### src/rtl/layer4_input_buffer.sv
// Ping-pong collector: assembles N_IN streamed activation words into a parallel
// vector for the layer-4 neuron bank, filling one bank while the other is consumed.
module layer4_input_buffer #(
    parameter int N_IN  = 15,
    parameter int WIDTH = 32
) (
    input  logic                    clk,
    input  logic                    rst_n,
    input  logic                    s_valid,
    output logic                    s_ready,
    input  logic [WIDTH-1:0]        s_data,
    input  logic                    s_last,
    output logic                    m_valid,
    input  logic                    m_ready,
    output logic [N_IN*WIDTH-1:0]   m_data,
    output logic                    len_err
);

    localparam int IDX_W = $clog2(N_IN);
    localparam logic [IDX_W-1:0] LAST_IDX = IDX_W'(N_IN - 1);

    typedef enum logic {FILL, DRAIN} wr_state_t;

    wr_state_t           state_q, state_d;
    logic [WIDTH-1:0]    mem [2][N_IN];
    logic [1:0]          full_q, full_d;
    logic                wr_bank, rd_bank;
    logic [IDX_W-1:0]    index;
    logic                accept, commit, release_bank, len_err_d, at_end;

    // s_ready depends only on registered state, so m_ready never reaches it combinationally.
    assign s_ready = rst_n && ((state_q == DRAIN) || !full_q[wr_bank]);
    assign accept  = s_valid && s_ready;
    assign at_end  = (index == LAST_IDX);

    assign m_valid      = full_q[rd_bank];
    assign release_bank = full_q[rd_bank] && m_ready;

    // NOTE: every variable driven here gets a default first so no latch is inferred.
    always_comb begin
        state_d   = state_q;
        commit    = 1'b0;
        len_err_d = 1'b0;
        unique case (state_q)
            FILL: begin
                if (accept && (s_last || at_end)) begin
                    commit    = 1'b1;
                    len_err_d = (s_last != at_end);
                    if (at_end && !s_last) state_d = DRAIN;
                end
            end
            DRAIN: begin
                if (accept && s_last) state_d = FILL;
            end
            default: state_d = FILL;
        endcase
    end

    // Commit targets wr_bank (known empty) and release targets rd_bank (known full),
    // so the two never collide and both take effect.
    always_comb begin
        full_d = full_q;
        if (commit)       full_d[wr_bank] = 1'b1;
        if (release_bank) full_d[rd_bank] = 1'b0;
    end

    // NOTE: sequential state uses non-blocking assignments so every register samples pre-edge values.
    always_ff @(posedge clk or negedge rst_n) begin
        if (!rst_n) begin
            state_q <= FILL;
            full_q  <= 2'b00;
            wr_bank <= 1'b0;
            rd_bank <= 1'b0;
            index   <= '0;
            len_err <= 1'b0;
        end else begin
            state_q <= state_d;
            full_q  <= full_d;
            len_err <= len_err_d;
            if (release_bank) rd_bank <= ~rd_bank;
            if (commit) begin
                wr_bank <= ~wr_bank;
                index   <= '0;
            end else if (accept && state_q == FILL) begin
                index <= index + 1'b1;
            end
        end
    end

    // NOTE: the banks are flops read fully in parallel, and m_data must read zero out of
    // reset, so this storage is reset like any other register rather than left as RAM.
    always_ff @(posedge clk or negedge rst_n) begin
        if (!rst_n) begin
            for (int b = 0; b < 2; b++)
                for (int j = 0; j < N_IN; j++)
                    mem[b][j] <= '0;
        end else if (accept && state_q == FILL) begin
            // First word of a vector clears the bank so short vectors pad with +0.0.
            if (index == '0)
                for (int j = 1; j < N_IN; j++)
                    mem[wr_bank][j] <= '0;
            mem[wr_bank][index] <= s_data;
        end
    end

    always_comb begin
        m_data = '0;
        for (int i = 0; i < N_IN; i++)
            m_data[WIDTH*i +: WIDTH] = mem[rd_bank][i];
    end

endmodule

### config.mk
export PLATFORM = sky130hd
export DESIGN_NAME = layer4_input_buffer
export DESIGN_NICKNAME = d
export VERILOG_FILES = /design/src/rtl/layer4_input_buffer.sv
export SDC_FILE = /design/constraint.sdc
export NUM_CORES = 1
export LEC_CHECK = 0
export CAP_MARGIN = 20
export CORE_MARGIN = 2
export CORE_UTILIZATION = 55
export CTS_CLUSTER_SIZE = 28
export DETAILED_ROUTE_END_ITERATION = 10
export DONT_BUFFER_PORTS = 1
export HOLD_SLACK_MARGIN = 0.15
export MAX_ROUTING_LAYER = met4
export PLACE_DENSITY = 0.7
export SYNTH_ARGS = -nofsm -noshare
export SYNTH_HDL_FRONTEND = slang
export SYNTH_SLANG_ARGS = --single-unit
### constraint.sdc
create_clock -name clk -period 2.5 [get_ports clk]
set_input_delay 0.625 -clock clk [delete_from_list [all_inputs] [get_ports clk]]
set_output_delay 0.625 -clock clk [all_outputs]
set_load 0.005 [all_outputs]
Yosys cells after proc, flatten, opt, wreduce, memory -nomap -nowiden
Index checks and enable logic that the tools add are counted.

cells by class
  $add $sub $neg = 1
  order comparisons = 9
  equal/unequal tests = 2
  mux-type cells = 58
  bitwise operators = 37
  reductions and logical operators = 17

operator list
  cell                          number
  bitwise AND 960 bit           14
  NOT 960 bit                   14
  demux 480 bit (select 1 bit)  15
  two-way mux 480 bit           4
  two-way mux 960 bit           2
  bitwise mux 960 bit           1
  two-way mux 448 bit           1
  two-way mux 416 bit           1
  two-way mux 384 bit           1
  two-way mux 352 bit           1
  two-way mux 320 bit           1
  two-way mux 288 bit           1
  two-way mux 256 bit           1
  two-way mux 224 bit           1
  two-way mux 192 bit           1
  two-way mux 160 bit           1
  demux 32 bit (select 4 bit)   1
  two-way mux 128 bit           1
  two-way mux 96 bit            1
  two-way mux 32 bit            2
  two-way mux 64 bit            1
  two-way mux 1 bit             13
  logical AND 1 bit             11
  two-way mux 4 bit             2
  22 further kinds              32

storage, ports and cells
  register bits = 970
  output and inout port bits = 483

Depth between registers and ports, before layout
Gate-level depths: netlist (run 1).

  depth in word-level cells = 23
  gate-level depth with buffers = 10
  gate-level depth less buffers = 8

Worst setup path before layout (run 1)
No wires, ideal clock.

  kind = register -> output
  start point = register rd_bank
  end point = output m_data[0]
  data arrival time = 1.565 ns
  path slack = 0.310 ns
  cell stages (with the launch flop) = 5
  path buffers = 3
  path through = dfrtp_1 -> clkbuf_1 -> clkbuf_1 -> clkbuf_1 -> mux2_2

between the ends
  cells in the longest elaborated chain, start to end = 4

ends and longest elaborated chain
  item                                       line  text
  from (decl)                                27    logic wr_bank, rd_bank;
  from (signal assigned)                     80    if (release_bank) rd_bank <= ~rd_bank;
  NOT 1 -> 2 bit (not written as such)       109   m_data[WIDTH*i +: WIDTH] = mem[rd_bank][i];
  two-way mux 480 bit                        -
  two-way mux 480 bit (not written as such)  109
  two-way mux 480 bit                        -
  to (decl)                                  15    output logic [N_IN*WIDTH-1:0] m_data,

No other way between the ends. The select of a mux whose other input is x is not followed.

Final worst setup path (run 1)
  start point = register rd_bank
  end point = output m_data[397]

between the ends
  cells in the longest elaborated chain, start to end = 4

ends and longest elaborated chain
  item                                  line
  NOT 1 -> 2 bit (not written as such)  109
  two-way mux 480 bit (3 in series)     -

No other way between the ends. The select of a mux whose other input is x is not followed.

==> metrics, run 1 <==
WL/cell 32.0 um; Final Worst Setup Slack -200 ps; status finished with violations; Reg area 24300 um2; Synth Register Bits 970; cell mode on critical path buf_16; clock share of power 31.7%; share of cells above drive strength 1 33.7%; switching pwr 15.2 mW; Cell Int Power 33.9 mW; sequential share of the synthesized area 56.5%; CP max-delay cell dfrtp_4; Setup Skew 25.3 ps; simple-gate area share of the yosys netlist 4.99%; 1st-pass router iterations 5; first-pass GRT wire length 201000 um; synth unique cells 52; Lkg Pwr 24.8 nW; Root Driver clkbuf_16; worst-skew pair later-pin latency 670 ps; # rows 102; violated checks negative hold slack, max-slew violations, negative setup slack; Multi-input gate area 17500 um2; vias in the first global route 29200; CTS tree built; worst-path fanout max 28; GRT Util Overall 33.9%; post-DP HPWL 79900 um; CTS Buf Count 100; Die ar. 80400 um2; number of fill cells in the layout 5588; Fmax 370 MHz; DRC violations left 0; top cells by area, synth dfrtp_1 (56%), mux2_2 (17%), a22o_1 (12%); cts hold-fix bufs 35; critical path cell sequence buf_16 -> buf_16 -> mux2_2; critical path arrival 2070 ps; post-synthesis xor/xnor area fraction 0%; total congestion overflow 0; Final Hold Viols 214; Slew HR -0.283%; Setup WS pre-CTS -5.78 ps; DRT iter0 DRCs 2750; core area 77500 um2; critical path type register to output port; Synth Area in Compound Gates 16.7%; Post-synth ARST share 100%; initial antenna violation count 7; Syn Nets 3213; Die Y 284 um; largest net degree at the start of global routing 982; EDFF count, synth 0; critical path startpoint category register; slowest cell delay on critical path 510 ps; Flop pwr share 39.9%; hold_ws -347 ps; clk slew on worst S/H paths 60 ps; combinational power share 28.4%; sw frac 31.0%; Least-Margin Pin Slew 1500 ps; share of the synthesized area in the top cell type 56.5%; Final min period 2700 ps; Critical Path RT 1880 ps; DR vias/cell 6.89; Worst IR Drop VDD 888 uV; DRT antenna net count 0; die width 284 um; Design Power 49.1 mW; RePlAce Congestion 0.850; final-report max-slew violation count 24; Synth Warn # 0; Routed WL 134000 um; RSZ-0062 raised after global routing true; PD cells 989 nW/um2; CTS H-tree lvls 3; clk buf depth 3; syn_area_per_cell 13.6 um2; via count 28900; Final nets 3114; Hold Crit Class input port to asynchronous set/reset pin; Top FF cell, synth dfrtp_1; MaxCap Viol Count 0; multiplexer share of the synthesized area 17.7%; final period utilization 108%; Starting Density 55.5%; Cells after Synth 3170; largest family of logic cells by synthesized area multiplexers; Port Buf Inserts 0; Synth Area in Adders 0.175%; post-synth top area cell dfrtp_1; I/O pin count 520; synth-to-layout area growth 15.6%; Setup crit end kind output port; synthesized area 43000 um2; Final setup viols 477; clock sink count 970
[routing by layer]
layer  vias to the layer above  GRT usage (%)  share of wire [%]
li1                      11900              -                  -
met1                     15300           43.5                 39
met2                      1510           51.4                 47
met3                       282           8.70                9.2
met4                         0           14.1                4.8
met5                         -              -                  0
[placed cells by master, fill, tap and decap left out, types with 9 or more instances in the layout]
cell and instances:
a221o_1 192, a22o_1 576, a22oi_2 10, and2_1 67, and3_1 192, buf_12 79, buf_16 21, buf_4 56
bufinv_16 11, clkbuf_1 23, clkbuf_16 107, clkbuf_8 18, clkinv_2 16, dfrtp_1 967, diode_2 9, dlygate4sd3_1 9
mux2_2 589, mux2_4 78
[timing repair]
action | 4_1_cts | 5_1_grt
gates resized for setup | 55 | 53
buffers inserted | 10 | 4
pin swaps | 0 | 0
setup endpoints to repair | 418 | 946
gates cloned | 11 | 7
hold endpoints to repair | 1614 | 289
[cells in the mapped netlist, types with 4 or more instances]
master,n
buf_1,33
and4b_1,6
a22oi_1,10
nor2_2,9
and3_1,192
a221o_1,192
dfrtp_1,970
buf_2,106
mux2_2,667
buf_6,7
mux2_1,7
o21ai_0,5
buf_4,9
clkbuf_1,228
inv_1,8
nor3_2,4
o21ai_1,10
a22o_1,576
ha_1,6
and2_1,67
nor3_1,6
nor2_1,5
nand2_1,6
[metrics by stage]
| stage | cells | util (%) | TNS, ps | instance area [um2] |
|---|---|---|---|---|
| after floorplan | 3170 | - | 0 | 43000 |
| after global placement | 3934 | 57.3 | -1920 | 44400 |
| after detailed placement | 3934 | 57.3 | -5.78 | 44400 |
| after CTS | 4171 | 63.4 | -75450 | 49100 |
| after global routing | 4196 | 64.1 | -91830 | 49700 |
| final | 4199 | 64.2 | -59310 | 49700 |
[power by group through the flow]
stage / registers (mW) / logic (mW) / clock network, mW
after detailed placement: 19.7 / 11.5 / 0
final: 19.6 / 14.0 / 15.6
after global routing: 19.9 / 14.6 / 16.5
after floorplan: 19.2 / 8.16 / 0
after global placement: 19.6 / 11.3 / 0
after CTS: 19.5 / 13.1 / 15.8
[path summary, 6_finish.rpt]
check	slack [ps]	startpoint	depth (start not counted)	to
max in group asynchronous	230	rst_n	2	mem[56]
hold / removal	-350	rst_n	0	mem[808]
hold reg to reg	490	mem[685]	1	mem[685]
setup reg to reg	110	index[0]	8	state_q
min in group clk	230	s_data[15]	2	mem[687]
setup / recovery	-200	rd_bank	3	m_data[397]
[final cells by class]
type / instances / area share, %
antenna: 9 / 0.0453
clock inverter: 40 / 1.23
inverter: 8 / 0.0604
tap: 1040 / 2.62
sequential: 970 / 48.9
timing repair buffer: 183 / 6.18
multi-input combinational: 1808 / 35.3
clock buffer: 141 / 5.71
[critical path, delay by kind of cell, from the launching register on]
kind                   cells  cell delay, ps
flip-flops                 1             510
buffers and inverters      2             480
multiplexers               1             400
[flip-flops by register name, summed over array words and instances, names as in the netlist]
name,count
mem,960
index,4
full_q,2
len_err,1
rd_bank,1
state_q,1
wr_bank,1
[cells by family after synthesis]
kind of cell | count (synthesis)
AO/OA/AOI/OAI | 804
buffers and inverters | 392
multiplexers | 676
AND/OR/NAND/NOR | 322
flip-flops | 970
adder cells (fa/ha/maj) | 6
Power figures use the tool's default switching activity.
==> run 2: changes to the inputs <==
--- a/config.mk
+++ b/config.mk
@@ -7,13 +7,14 @@
 export LEC_CHECK = 0
 export CAP_MARGIN = 20
 export CORE_MARGIN = 2
-export CORE_UTILIZATION = 55
-export CTS_CLUSTER_SIZE = 28
+export CORE_UTILIZATION = 60
+export CTS_CLUSTER_SIZE = 8
 export DETAILED_ROUTE_END_ITERATION = 10
 export DONT_BUFFER_PORTS = 1
 export HOLD_SLACK_MARGIN = 0.15
 export MAX_ROUTING_LAYER = met4
-export PLACE_DENSITY = 0.7
+export PLACE_DENSITY = 0.76
+export SLEW_MARGIN = 20
 export SYNTH_ARGS = -nofsm -noshare
 export SYNTH_HDL_FRONTEND = slang
 export SYNTH_SLANG_ARGS = --single-unit
==> run 2 against run 1 <==
Compared with the run above:
- the flow finishes with violations (negative hold slack, negative setup slack)
- total power rose by 1.2%
- critical path depth rose by 1
- utilization rose by 5.1 points
- worst setup slack got worse by 19 ps
- first-iteration DRC count rose by 15%
==> metrics, run 2 (synthesis results as in run 1) <==
status finished with violations (unchanged); violated checks negative hold slack, negative setup slack (was negative hold slack, max-slew violations, negative setup slack); via count 29500 (was 28900); largest net degree at the start of global routing 982 (unchanged); Worst IR Drop VDD 606 uV (was 888 uV); clock share of power 34.1% (was 31.7%); MaxCap Viol Count 0 (unchanged); share of cells above drive strength 1 33.3% (was 33.7%); Routed WL 133000 um (was 134000 um); vias in the first global route 29800 (was 29200); setup_tns -73960 ps (was -59310 ps); Hold Crit Class input port to asynchronous set/reset pin (unchanged); PD cells 1010 nW/um2 (was 989 nW/um2); max FFs per register 960 (unchanged); commonest non-fill, non-tap cell in the layout dfrtp_1 (unchanged); critical path arrival 2090 ps (was 2070 ps); Setup WS pre-CTS 128 ps (was -5.78 ps); Setup Skew 22.2 ps (was 25.3 ps); Starting Density 60.3% (was 55.5%); Port Buf Inserts 0 (unchanged); I/O pin count 520 (unchanged); critical path type register to output port (unchanged); first-pass GRT wire length 199000 um (was 201000 um); clk buf depth 3 (unchanged); Setup crit end kind output port (unchanged); Final Worst Setup Slack -219 ps (was -200 ps); Die ar. 73800 um2 (was 80400 um2); CTS Buf Count 139 (was 100); critical path cell sequence buf_12 -> buf_6 -> buf_4 -> mux2_4 (was buf_16 -> buf_16 -> mux2_2); Cell Int Power 34.5 mW (was 33.9 mW); DRT iter0 DRCs 3176 (was 2750); Final Hold Viols 175 (was 214); Final nets 3127 (was 3114); DRC violations left 0 (unchanged); Least-Margin Pin Slew 1170 ps (was 1500 ps); final period utilization 109% (was 108%); Critical Path RT 1880 ps (about the same); CTS tree built (unchanged); 1st-pass router iterations 6 (was 5); DR vias/cell 7.26 (was 6.89); FF-to-FF Start index[0] (unchanged); Flop pwr share 39.4% (was 39.9%); Worst path top cell family by delay flip-flops (unchanged); Design Power 49.7 mW (was 49.1 mW); DRT antenna net count 0 (unchanged); # rows 98 (was 102); Fmax 368 MHz (was 370 MHz); Die Y 272 um (was 284 um); RSZ-0062 raised after global routing true (unchanged); core area 71200 um2 (was 77500 um2); slowest cell delay on critical path 550 ps (was 510 ps); CTS H-tree lvls 4 (was 3); top flop regs mem (960), index (4), full_q (2) (unchanged); clk slew on worst S/H paths 50 ps (was 60 ps); hold_ws -189 ps (was -347 ps); Top reg by flops mem (unchanged); combinational power share 26.5% (was 28.4%); worst-path fanout max 7 (was 28); commonest non-fill, non-tap cells in the layout dfrtp_1 (967), mux2_2 (637), a22o_1 (576), and3_1 (192), a221o_1 (192) (was dfrtp_1 (967), mux2_2 (589), a22o_1 (576), and3_1 (192), a221o_1 (192)); worst-skew pair later-pin latency 710 ps (was 670 ps); final-report max-slew violation count 0 (was 24); die width 272 um (was 284 um); Final setup viols 481 (was 477); WL/cell 32.8 um (was 32.0 um); RePlAce Congestion 0.870 (was 0.850); WP buf/inv 3 (was 2); Lkg Pwr 24.6 nW (was 24.8 nW); cts hold-fix bufs 35 (unchanged); post-DP HPWL 78200 um (was 79900 um); Final min period 2720 ps (was 2700 ps); GRT Util Overall 36.6% (was 33.9%); Setup crit start rd_bank (unchanged); Slew HR 22.0% (was -0.283%); clock sink count 970 (unchanged); synth-to-layout area growth 14.7% (was 15.6%); total congestion overflow 0 (unchanged); initial antenna violation count 7 (unchanged); critical path startpoint category register (unchanged); sw frac 30.7% (was 31.0%); CP max-delay cell dfrtp_4 (unchanged); switching pwr 15.3 mW (was 15.2 mW); Root Driver clkbuf_16 (unchanged)
## run 2: power by group through the flow
| stage | clock (mW) | combinational (mW) | sequential (mW) |
|---|---|---|---|
| 5_1_grt | 17.8 | 13.7 | 19.9 |
| 4_1_cts | 17.1 | 12.4 | 19.6 |
| 2_1_floorplan | 0 | 8.16 | 19.2 |
| 6_report | 17.0 | 13.2 | 19.6 |
| 3_5_place_dp | 0 | 11.4 | 19.7 |
| 3_3_place_gp | 0 | 11.2 | 19.5 |
## run 2: stage by stage
stage | area [um2] | std cells | util, % | hold WS [ps]
2_1_floorplan | 43000 | 3170 | - | 329
3_3_place_gp | 44200 | 3832 | 62.0 | 365
3_5_place_dp | 44200 | 3832 | 62.0 | 363
4_1_cts | 48900 | 4034 | 68.6 | -399
5_1_grt | 49300 | 4054 | 69.2 | -164
6_report | 49300 | 4059 | 69.2 | -189
## run 2: final cells by class
type                            count  area, um2
Clock buffer                      146       3600
Fill cell                        4559      21900
Tap cell                          950       1190
Inverter                            8       30.0
Antenna cell                       10       25.0
Timing Repair Buffer              157       2630
Clock inverter                     10        211
Sequential cell                   970      24300
Multi-Input combinational cell   1808      17400
## run 2: path summary, 6_finish.rpt
check,cells after the start,endpoint,slack [ps]
hold reg to reg,1,mem[193],490
setup reg to reg,8,state_q,70
max in group asynchronous,4,mem[29],340
setup / recovery,4,m_data[360],-220
min in group clk,2,mem[193],200
hold / removal,1,mem[770],-190
## run 2: worst register-to-register path, cell delays in order, from the launching register on
cell	delay (ps)
dfrtp_1	440
inv_1	120
ha_1	270
nand3_1	130
ha_1	310
and4b_1	280
a21oi_1	70
a41oi_1	170
dlygate4sd3_1	570
## run 2: repair_timing
item | in CTS | in global routing
cloned | 3 | 8
setup endpoints to repair | 481 | 1608
buffers inserted | 9 | 1
hold endpoints to repair | 1614 | 175
resized for setup | 39 | 10
## run 2: metal layers
layer | GRT usage [%] | routed length [um] | up-vias
li1 | - | - | 11800
met4 | 20.2 | 7770 | 0
met5 | - | 0 | -
met1 | 46.6 | 50600 | 15500
met2 | 53.2 | 61500 | 1704
met3 | 10.2 | 13200 | 411
